File: config.mk
export PLATFORM = sky130hd
export DESIGN_NAME = conv_8x32_accumulator
export DESIGN_NICKNAME = d
export VERILOG_FILES = /design/src/rtl/conv_8x32_accumulator.sv
export SDC_FILE = /design/constraint.sdc
export NUM_CORES = 1
export LEC_CHECK = 0
export CAP_MARGIN = 20
export CELL_PAD_IN_SITES_DETAIL_PLACEMENT = 1
export CELL_PAD_IN_SITES_GLOBAL_PLACEMENT = 1
export CORE_ASPECT_RATIO = 0.6
export CORE_MARGIN = 3
export CORE_UTILIZATION = 42
export DETAILED_ROUTE_END_ITERATION = 16
export PLACE_DENSITY_LB_ADDON = 0.1
export SYNTH_ARGS = -nofsm -noshare
export SYNTH_HDL_FRONTEND = slang
export SYNTH_SLANG_ARGS = --single-unit
File: constraint.sdc
create_clock -name clk -period 3.5 [get_ports clk]
set_input_delay 0.7 -clock clk [delete_from_list [all_inputs] [get_ports clk]]
set_output_delay 0.7 -clock clk [all_outputs]
set_load 0.01 [all_outputs]
File: src/rtl/conv_8x32_accumulator.sv
// conv_8x32_accumulator: accumulates a programmable number (1..MAX_LEN) of
// unsigned partial sums from the 8x32 adder stage into one saturating result,
// one window per start command, with valid/ready on both sides.
module conv_8x32_accumulator #(
  parameter int unsigned DATA_WIDTH = 8,
  parameter int unsigned ACC_WIDTH  = 16,
  parameter int unsigned MAX_LEN    = 32,
  parameter int unsigned LEN_WIDTH  = 6
) (
  input  logic                  clk,
  input  logic                  rst_n,
  input  logic                  start_i,
  input  logic [LEN_WIDTH-1:0]  len_i,
  input  logic                  sum_valid_i,
  input  logic [DATA_WIDTH:0]   sum_i,
  output logic                  sum_ready_o,
  output logic                  acc_valid_o,
  output logic [ACC_WIDTH-1:0]  acc_o,
  input  logic                  acc_ready_i,
  output logic                  busy_o,
  output logic                  sat_o
);

  localparam int unsigned EXT_W = ACC_WIDTH + 1;

  localparam logic [1:0] S_IDLE  = 2'd0;
  localparam logic [1:0] S_ACCUM = 2'd1;
  localparam logic [1:0] S_DONE  = 2'd2;

  logic [1:0]           state_q, state_d;
  logic [LEN_WIDTH-1:0] len_q, len_d;
  logic [LEN_WIDTH-1:0] cnt_q, cnt_d;
  logic [LEN_WIDTH-1:0] cnt_inc;
  logic [ACC_WIDTH-1:0] acc_q, acc_d;
  logic                 sat_q, sat_d;
  logic [EXT_W-1:0]     acc_sum;
  logic                 len_ok;

  // One extra bit on the adder exposes the overflow that triggers saturation
  assign acc_sum = EXT_W'(acc_q) + EXT_W'(sum_i);
  assign cnt_inc = cnt_q + LEN_WIDTH'(1);
  assign len_ok  = (len_i != '0) && (len_i <= LEN_WIDTH'(MAX_LEN));

  // State and datapath registers
  always_ff @(posedge clk or negedge rst_n) begin
    if (!rst_n) begin
      state_q <= S_IDLE;
      len_q   <= '0;
      cnt_q   <= '0;
      acc_q   <= '0;
      sat_q   <= 1'b0;
    end else begin
      state_q <= state_d;
      len_q   <= len_d;
      cnt_q   <= cnt_d;
      acc_q   <= acc_d;
      sat_q   <= sat_d;
    end
  end

  // Next-state and datapath update
  always_comb begin
    state_d = state_q;
    len_d   = len_q;
    cnt_d   = cnt_q;
    acc_d   = acc_q;
    sat_d   = sat_q;
    case (state_q)
      S_IDLE: begin
        if (start_i && len_ok) begin
          len_d   = len_i;
          cnt_d   = '0;
          acc_d   = '0;
          sat_d   = 1'b0;
          state_d = S_ACCUM;
        end
      end
      S_ACCUM: begin
        if (sum_valid_i) begin
          if (acc_sum[ACC_WIDTH]) begin
            acc_d = '1;
            sat_d = 1'b1;
          end else begin
            acc_d = acc_sum[ACC_WIDTH-1:0];
          end
          cnt_d = cnt_inc;
          if (cnt_inc == len_q) begin
            state_d = S_DONE;
          end
        end
      end
      S_DONE: begin
        if (acc_ready_i) begin
          state_d = S_IDLE;
        end
      end
      default: state_d = S_IDLE;
    endcase
  end

  // Outputs are pure decodes of registered state, so they are glitch-free
  assign sum_ready_o = (state_q == S_ACCUM);
  assign acc_valid_o = (state_q == S_DONE);
  assign busy_o      = (state_q != S_IDLE);
  assign sat_o       = (state_q == S_DONE) && sat_q;
  assign acc_o       = acc_q;

endmodule

# Word level (Yosys, flattened, before mapping)

Cells that the tools add are included.

Add/subtract/negate cells: 2
Multiply operators: 0
Divide/modulo/power cells: 0
Order comparisons: 1
Equal/unequal tests: 8
Shifts and indexed selects: 0
Multiplexer cells: 16
Bitwise gates (word level): 0
Reduce and logical (&&, ||, !) cells: 11

Operators with widths:

| kind                | count |
|---|---|
| $mux 16             | 3 |
| $pmux 16 s2         | 1 |
| $add 16x9->17       | 1 |
| $mux 6              | 2 |
| $pmux 6 s2          | 1 |
| $mux 2              | 4 |
| $reduce_and 4->1    | 2 |
| $add 6x1->6 const B | 1 |
| $eq 6x6->1          | 1 |
| $le 6x6->1 const B  | 1 |
| $ne 2x1->1 const B  | 3 |
| $pmux 2 s3          | 1 |
| $reduce_bool 6->1   | 1 |
| $ne 2x2->1 const B  | 2 |
| $reduce_bool 2->1   | 2 |
| $logic_and 1x1->1   | 3 |
| $mux 1              | 3 |
| $reduce_and 3->1    | 1 |
| $eq 2x1->1 const B  | 1 |
| $eq 2x2->1 const B  | 1 |
| $logic_not 2->1     | 1 |
| $pmux 1 s2          | 1 |
| $reduce_and 2->1    | 1 |

Bits in registers: 31
Bits in latches: 0
Memory bits (writable): 0
Bits in read-only memories: 0
Bits of input ports: 20
Output and inout port bits: 20
Word-level logic and storage cells: 43
Memories kept: 0

# Longest topological paths before layout

Gate-level depths: netlist of the first run.

Depth in word-level cells: 5
Gate-level depth with buffers: 9
Mapped depth without buffers: 8

# Worst setup path after synthesis of the first run

No wires, ideal clock.

Kind: input port to flip-flop
Start point: input len_i[0]
End point: register len_q[4]
Setup time: 0.125 ns
Arrival: 2.394 ns
Data required time: 3.375 ns
Slack: 0.981 ns
Cell stages on the path: 5
Path buffers: 1
Cell sequence: or4_4 -> nor2_4 -> mux2i_1 -> clkbuf_1 -> mux2_2

Word-level cells in the longest chain between the ends: 4
Elaborated cells on any way between the ends: 5
Classes of those cells: order compare (1); reduce/logical (4)

RTL lines:

| what                                            | RTL line | RTL |
|---|---|---|
| start, declared                                 | 13       | `input logic [LEN_WIDTH-1:0] len_i,` |
| $le 6x6->1 or $reduce_bool 6->1 (tied branches) | 42       | `assign len_ok = (len_i != '0) && (len_i <= LEN_WIDTH'(MAX_LEN));` |
| $logic_and 1x1->1 (*)                           | 42       |  |
| $logic_and 1x1->1 (*)                           | 70       | `if (start_i && len_ok) begin` |
| $reduce_and 2->1 (no source line) (*)           | n/a      |  |
| end signal, assigned                            | 54       | `len_q <= len_d;` |
| end, declared                                   | 31       | `logic [LEN_WIDTH-1:0] len_q, len_d;` |

Mark *: on every way between the ends. The rest lies on a longest branch, timed or not.
A chain may end at the register's enable or synchronous reset.

# Worst setup path after layout of the first run

Start point: input sum_i[0]
End point: register acc_q[11] (netlist: acc_o[11])

Word-level cells in the longest chain between the ends: 4

RTL lines:

| what                 | RTL line | RTL |
|---|---|---|
| start, declared      | 15       | `input logic [DATA_WIDTH:0] sum_i,` |
| $add 16x9->17        | 40       | `assign acc_sum = EXT_W'(acc_q) + EXT_W'(sum_i);` |
| $mux 16              | 80       | `if (acc_sum[ACC_WIDTH]) begin` |
| $mux 16              | 79       | `if (sum_valid_i) begin` |
| $pmux 16 s2          | 68       | `case (state_q)` |
| end signal, assigned | 50       | `acc_q <= '0;` |
| end signal, assigned | 56       | `acc_q <= acc_d;` |
| end, declared        | 34       | `logic [ACC_WIDTH-1:0] acc_q, acc_d;` |

No other way between the ends. The select of a mux whose other input is x is not followed.

==> run_results.csv, run 1 <==
group,metric,value,unit
status,status,"finished clean",
route,wl_per_cell,19.2,um
synth,synth_seq_area_share,40.1,%
sta,setup_viol,0,
critical_path,crit_path_end_kind,"flip-flop",
synth,syn_area,1930,sq um
route,drc_errors,0,
die,die_area,5480,sq um
place,port-buffer-count,39,
sta,fin_crit_sh,80.2,%
min_path,min_path_cells,1,
sta,max_freq,356,MHz
grt,grt_pass1_vias,1926,
critical_path,worst-path-max-fanout,7,
grt,overflow,0,
clocking,clock_path_buffers,2,
route,dr.pass1.iters,4,
grt,antenna_found_initial,0,
synth,synth_cell_types,47,
power,leakage,1.10,nW
critical_path,reg2reg_slack,1.13,ns
clocking,cts_tree,"yes",
synth,ys_warn_count,0,
sta,hold_viol,0,
clocking,cts_setup_buffers,0,
synth,postSynthRegisterBits,31,
route,vias,1777,
power,max-vdd-ir-drop,313,uV
critical_path,cp.arrival,2.96,ns
critical_path,rr_startpoint,"acc_o[0]",
critical_path,crit_start,"sum_i[0]",
grt,grt_max_degree,32,
layout,final_common_cell,"clkdlybuf4s50_1",
critical_path,critPathLaunchType,"input pin",
synth,synth_edf_count,0,
min_path,min_from,"cnt_q[5]",
layout,final_cell_mix,"clkdlybuf4s50_1, dfrtp_1, nand2_1, xnor2_1",
place,place_ws,0.402,ns
critical_path,r2r_end,"acc_o[11]",
critical_path,path_class,"input pin to flip-flop",
die,ios,40,
clocking,clk_latency,0.29,ns
place,dp_hpwl,4180,um
sta,drv_slew,0,
route,wirelength,5840,um
layout,nFillCells,482,
grt,grt_use_total,23.0,%
clocking,clockRootBuffer,"clkbuf_8",
layout,syn_to_final_growth,29.7,%
clocking,cts_num_sinks,31,
layout,seqCellArea,776,sq um
sta,setup_slack,0.692,ns
flow_run,maxCapViolations,0,
route,via_per_inst,5.85,
die,core.rowCount,18,
route,antenna_left,0,
grt,grt_pass1_wl,9650,um
critical_path,worstPathRequired,3.66,ns
die,dieHeight,58.6,um
sta,relSlewSlack,48.5,%
synth,postSynth.asyncResetShare,100,%
power,powerDensity,810,nW/um^2
sta,fin_tns_setup,0,ns
synth,synth.avg_cell_area,9.67,sq um
layout,nets,274,
route,drtIter0Drc,91,
synth,synthesis.nets,231,
synth,synth-main-ff-cell,"dfrtp_1",
sta,min_period,2.81,ns
min_path,hp-class,"flip-flop to flip-flop",
clocking,holdBufCountCts,0,
sta,finalClockSkew,0.00779,ns
die,die_x,93.6,um
synth,syn_inst,200,
clocking,cts_max_level,2,
min_path,hold_end,"cnt_q[5]",
die,start_util,45.4,%
layout,n_antenna_cell,0,
place,gp_congestion,0.776,
sta,rsz0062_at_grt,"false",
critical_path,r2r_cells,9,
sta,max_slew.worst_pin.slew,0.753,ns
clocking,postCtsResizedCells,0,
clocking,path_clk_slew,0.07,ns
die,core_area,4260,sq um
layout,multiInputGateArea,1090,sq um
layout,drive_gt1_share,10.7,%
clocking,numCtsBuffers,5,
==> sequential cells by signal, indices dropped and copies added (netlist names) <==
signal and flops:
acc_o 16, sat_q 1, cnt_q 6, len_q 6, state_q 2
==> power breakdown <==
part	switching [W]	internal, W	total [W]
Sequential	0.000148	0.000485	0.000634
Clock	0.000149	0.000230	0.000379
Combinational	0.000527	0.000492	0.00102
Total	0.000824	0.00121	0.00203
==> cells in the mapped netlist, types with 3 or more instances <==
| cell type | instances | share of area (%) |
|---|---|---|
| dfrtp_1 | 31 | 40 |
| nand2_1 | 23 | 4.5 |
| xnor2_1 | 11 | 5.0 |
| ha_1 | 10 | 6.5 |
| o21ai_0 | 10 | 2.6 |
| nand3_1 | 9 | 2.3 |
| a21oi_1 | 8 | 2.1 |
| nand4_1 | 8 | 2.6 |
| a22oi_1 | 7 | 2.7 |
| inv_1 | 7 | 1.4 |
| and2_1 | 5 | 1.6 |
| clkbuf_1 | 5 | 0.97 |
| mux2_2 | 5 | 2.9 |
| o211ai_1 | 5 | 1.9 |
| xor2_1 | 5 | 2.3 |
| a21o_1 | 4 | 1.6 |
| and3_1 | 4 | 1.3 |
| a31oi_1 | 3 | 0.97 |
| nand2b_1 | 3 | 0.97 |
| nor2_1 | 3 | 0.58 |
| or2_2 | 3 | 0.97 |
==> area by class of cell <==
type	instances	share of cell area [%]
Clock buffer	6	3.29
Clock inverter	2	1.40
Inverter	7	1.05
Multi-Input combinational cell	154	43.3
Sequential cell	31	30.9
Tap cell	60	2.99
Timing Repair Buffer	44	17.1
==> stage by stage <==
step	total power (W)	util, %	cell area [sq um]	cells	hold slack [ns]
6_report	0.00203	58.9	2510	304	0.514
5_1_grt	0.00218	58.9	2510	304	0.552
4_1_cts	0.00204	58.9	2510	304	0.510
3_5_place_dp	0.00164	56.2	2390	296	0.500
3_3_place_gp	0.00158	56.2	2390	296	0.490
2_1_floorplan	0.00125	-	1930	200	0.404
==> how the worst max path moves through the flow <==
stage                 to  slack, ns  cells after the start
2_1_floorplan   len_q[4]       0.98                      5
3_3_place_gp   acc_o[11]       0.50                     10
3_5_place_dp   acc_o[11]       0.40                     10
4_1_cts        acc_o[11]       0.70                     10
5_1_grt         cnt_q[5]       0.53                      7
6_report       acc_o[11]       0.69                     10
==> critical path, cell delays in order <==
cell and delay (ns):
clkdlybuf4s50_1 0.41, ha_1 0.24, fa_1 0.42, a21o_1 0.23
nand4_1 0.09, nand2_1 0.11, o2bb2ai_1 0.19, nand4_1 0.25
buf_4 0.23, o311ai_1 0.10
==> per-layer routing <==
layer	track usage, %	vias to the layer above	wire length [um]
met5	0	-	0
met4	7.00	0	77
met3	5.87	10	319
met2	37.3	44	2750
met1	30.7	904	2690
li1	-	819	-
==> logic make-up (layout without fill, tap and decap cells) <==
family / after synthesis / count (layout) / synth area share (%)
simple gates: 67 / 67 / 18.4
mux: 7 / 7 / 3.95
xor+xnor: 16 / 16 / 7.24
flops: 31 / 31 / 40.1
fa+ha+maj: 11 / 11 / 7.50
buf+inv: 15 / 59 / 3.75
compound gates: 53 / 53 / 19.1
Note: power is estimated with default switching activity, not from simulation.
==> run 2, diff against run 1 <==
Settings changed: CORE_UTILIZATION 42 to 39.
Clock period 3.5 ns to 2.8 ns, I/O delays scaled along.
==> run_results.csv, run 2 (synthesized netlist as in run 1, its figures left out) <==
group,metric,value,unit
critical_path,crit_start,"sum_i[0]",
layout,final_cell_mix,"clkdlybuf4s50_1, dfrtp_1, nand2_1, buf_4, xnor2_1",
status,status,"finished clean",
critical_path,crit_chain,"clkdlybuf4s50_1, ha_1, fa_1, a21o_1, nand4_1, nand2_1, o2bb2ai_1, nand4_1, buf_4, o211ai_1",
sta,relSlewSlack,62.8,%
place,placed_cell_area,2450,sq um
layout,nets,282,
critical_path,cp_common_cell,"nand4_1",
route,antenna_left,0,
clocking,clockRootBuffer,"clkbuf_8",
clocking,cts_max_level,2,
clocking,holdBufCountCts,0,
critical_path,critPathLaunchType,"input pin",
critical_path,r2r_cells,9,
sta,finalClockSkew,0.00777,ns
critical_path,crit_path_top_delay_cell,"fa_1",
flow_run,maxCapViolations,0,
layout,fin_area,2570,sq um
clocking,cts_setup_buffers,0,
grt,overflow,0,
die,core.rowCount,19,
sta,hold_viol,0,
sta,fin_crit_sh,92.8,%
sta,max_freq,385,MHz
sta,hold_ws,0.509,ns
place,dp_hpwl,4210,um
clocking,numCtsBuffers,5,
layout,fin_cells,315,
sta,drv_slew,0,
min_path,hp-class,"flip-flop to flip-flop",
sta,fin_tns_setup,0,ns
grt,grt_pass1_wl,9430,um
layout,syn_to_final_growth,33.0,%
clocking,clk_latency,0.28,ns
critical_path,worst-path-max-fanout,10,
critical_path,path_class,"input pin to flip-flop",
sta,min_period,2.60,ns
die,die_area,5870,sq um
sta,rsz0062_at_grt,"false",
sta,setup_viol,0,
die,dieHeight,60.6,um
critical_path,reg2reg_slack,0.50,ns
critical_path,cp-endpoint,"acc_o[2]",
route,wirelength,5650,um
layout,largest_reg_flops,16,
critical_path,max_stage_delay,0.43,ns
layout,nFillCells,529,
power,max-vdd-ir-drop,371,uV
grt,grt_max_degree,32,
route,via_per_inst,5.59,
grt,grt_use_total,20.4,%
layout,n_antenna_cell,0,
layout,drive_gt1_share,13.5,%
clocking,clock_path_buffers,2,
grt,grt_pass1_vias,1885,
clocking,path_clk_slew,0.07,ns
sta,max_slew.worst_pin.slew,0.544,ns
place,gp_congestion,0.790,
power,total_power,0.00256,W
route,drc_errors,0,
power,leakage,1.13,nW
route,wl_per_cell,17.9,um
die,core_area,4680,sq um
layout,seqCellArea,776,sq um
layout,final_common_cell,"clkdlybuf4s50_1",
die,die_x,96.9,um
place,dp.cells,307,
critical_path,r2r_end,"acc_o[2]",
critical_path,worstPathRequired,2.95,ns
critical_path,crit_path_end_kind,"flip-flop",
clocking,cts_tree,"yes",
clocking,cts_num_sinks,31,
power,powerDensity,996,nW/um^2
route,vias,1760,
critical_path,rr_startpoint,"acc_o[0]",
place,port-buffer-count,39,
layout,multiInputGateArea,1090,sq um
grt,antenna_found_initial,0,
die,ios,40,
clocking,postCtsResizedCells,0,
critical_path,cp.arrival,2.75,ns
route,drtIter0Drc,88,
route,dr.pass1.iters,4,
die,start_util,41.3,%
run 2: final cells by class:
type / instances / share of cell area (%)
Sequential cell: 31 / 30.2
Timing Repair Buffer: 52 / 19.0
Clock inverter: 2 / 1.36
Inverter: 7 / 1.02
Clock buffer: 6 / 3.21
Multi-Input combinational cell: 154 / 42.2
Tap cell: 63 / 3.06
run 2: worst max-delay path: cells and delay by family:
kind,cells,cell delay (ns)
compound gates,3,0.57
simple gates,3,0.34
fa+ha+maj,2,0.67
buf+inv,2,0.61
run 2: metal layers:
| metal | vias to the layer above | global-route usage (%) | wire [um] |
|---|---|---|---|
| li1 | 837 | - | - |
| met1 | 872 | 27.4 | 2840 |
| met2 | 41 | 33.9 | 2520 |
| met3 | 10 | 4.71 | 221 |
| met4 | 0 | 5.40 | 72 |
| met5 | - | 0 | 0 |
run 2: worst min-delay path by stage:
stage	from	endpoint	cells after the start	slack, ns
after global placement	cnt_q[5]	cnt_q[5]	1	0.49
final	cnt_q[5]	cnt_q[5]	1	0.51
after CTS	cnt_q[5]	cnt_q[5]	1	0.52
after floorplan	rst_n	acc_o[0]	0	0.26
after detailed placement	cnt_q[5]	cnt_q[5]	1	0.51
after global routing	cnt_q[5]	cnt_q[5]	1	0.54
run 2: power by group:
group,internal (W),switching (W),leakage [nW]
Combinational,0.000661,0.000649,0.673
Sequential,0.000607,0.000178,0.400
Clock,0.000288,0.000181,0.0612
run 2: stage by stage:
step,setup slack (ns),util [%]
after floorplan,0.421,-
final,0.201,54.9
after CTS,0.204,54.9
after detailed placement,-0.0487,52.4
after global routing,0.0906,54.9
after global placement,0.0282,52.4
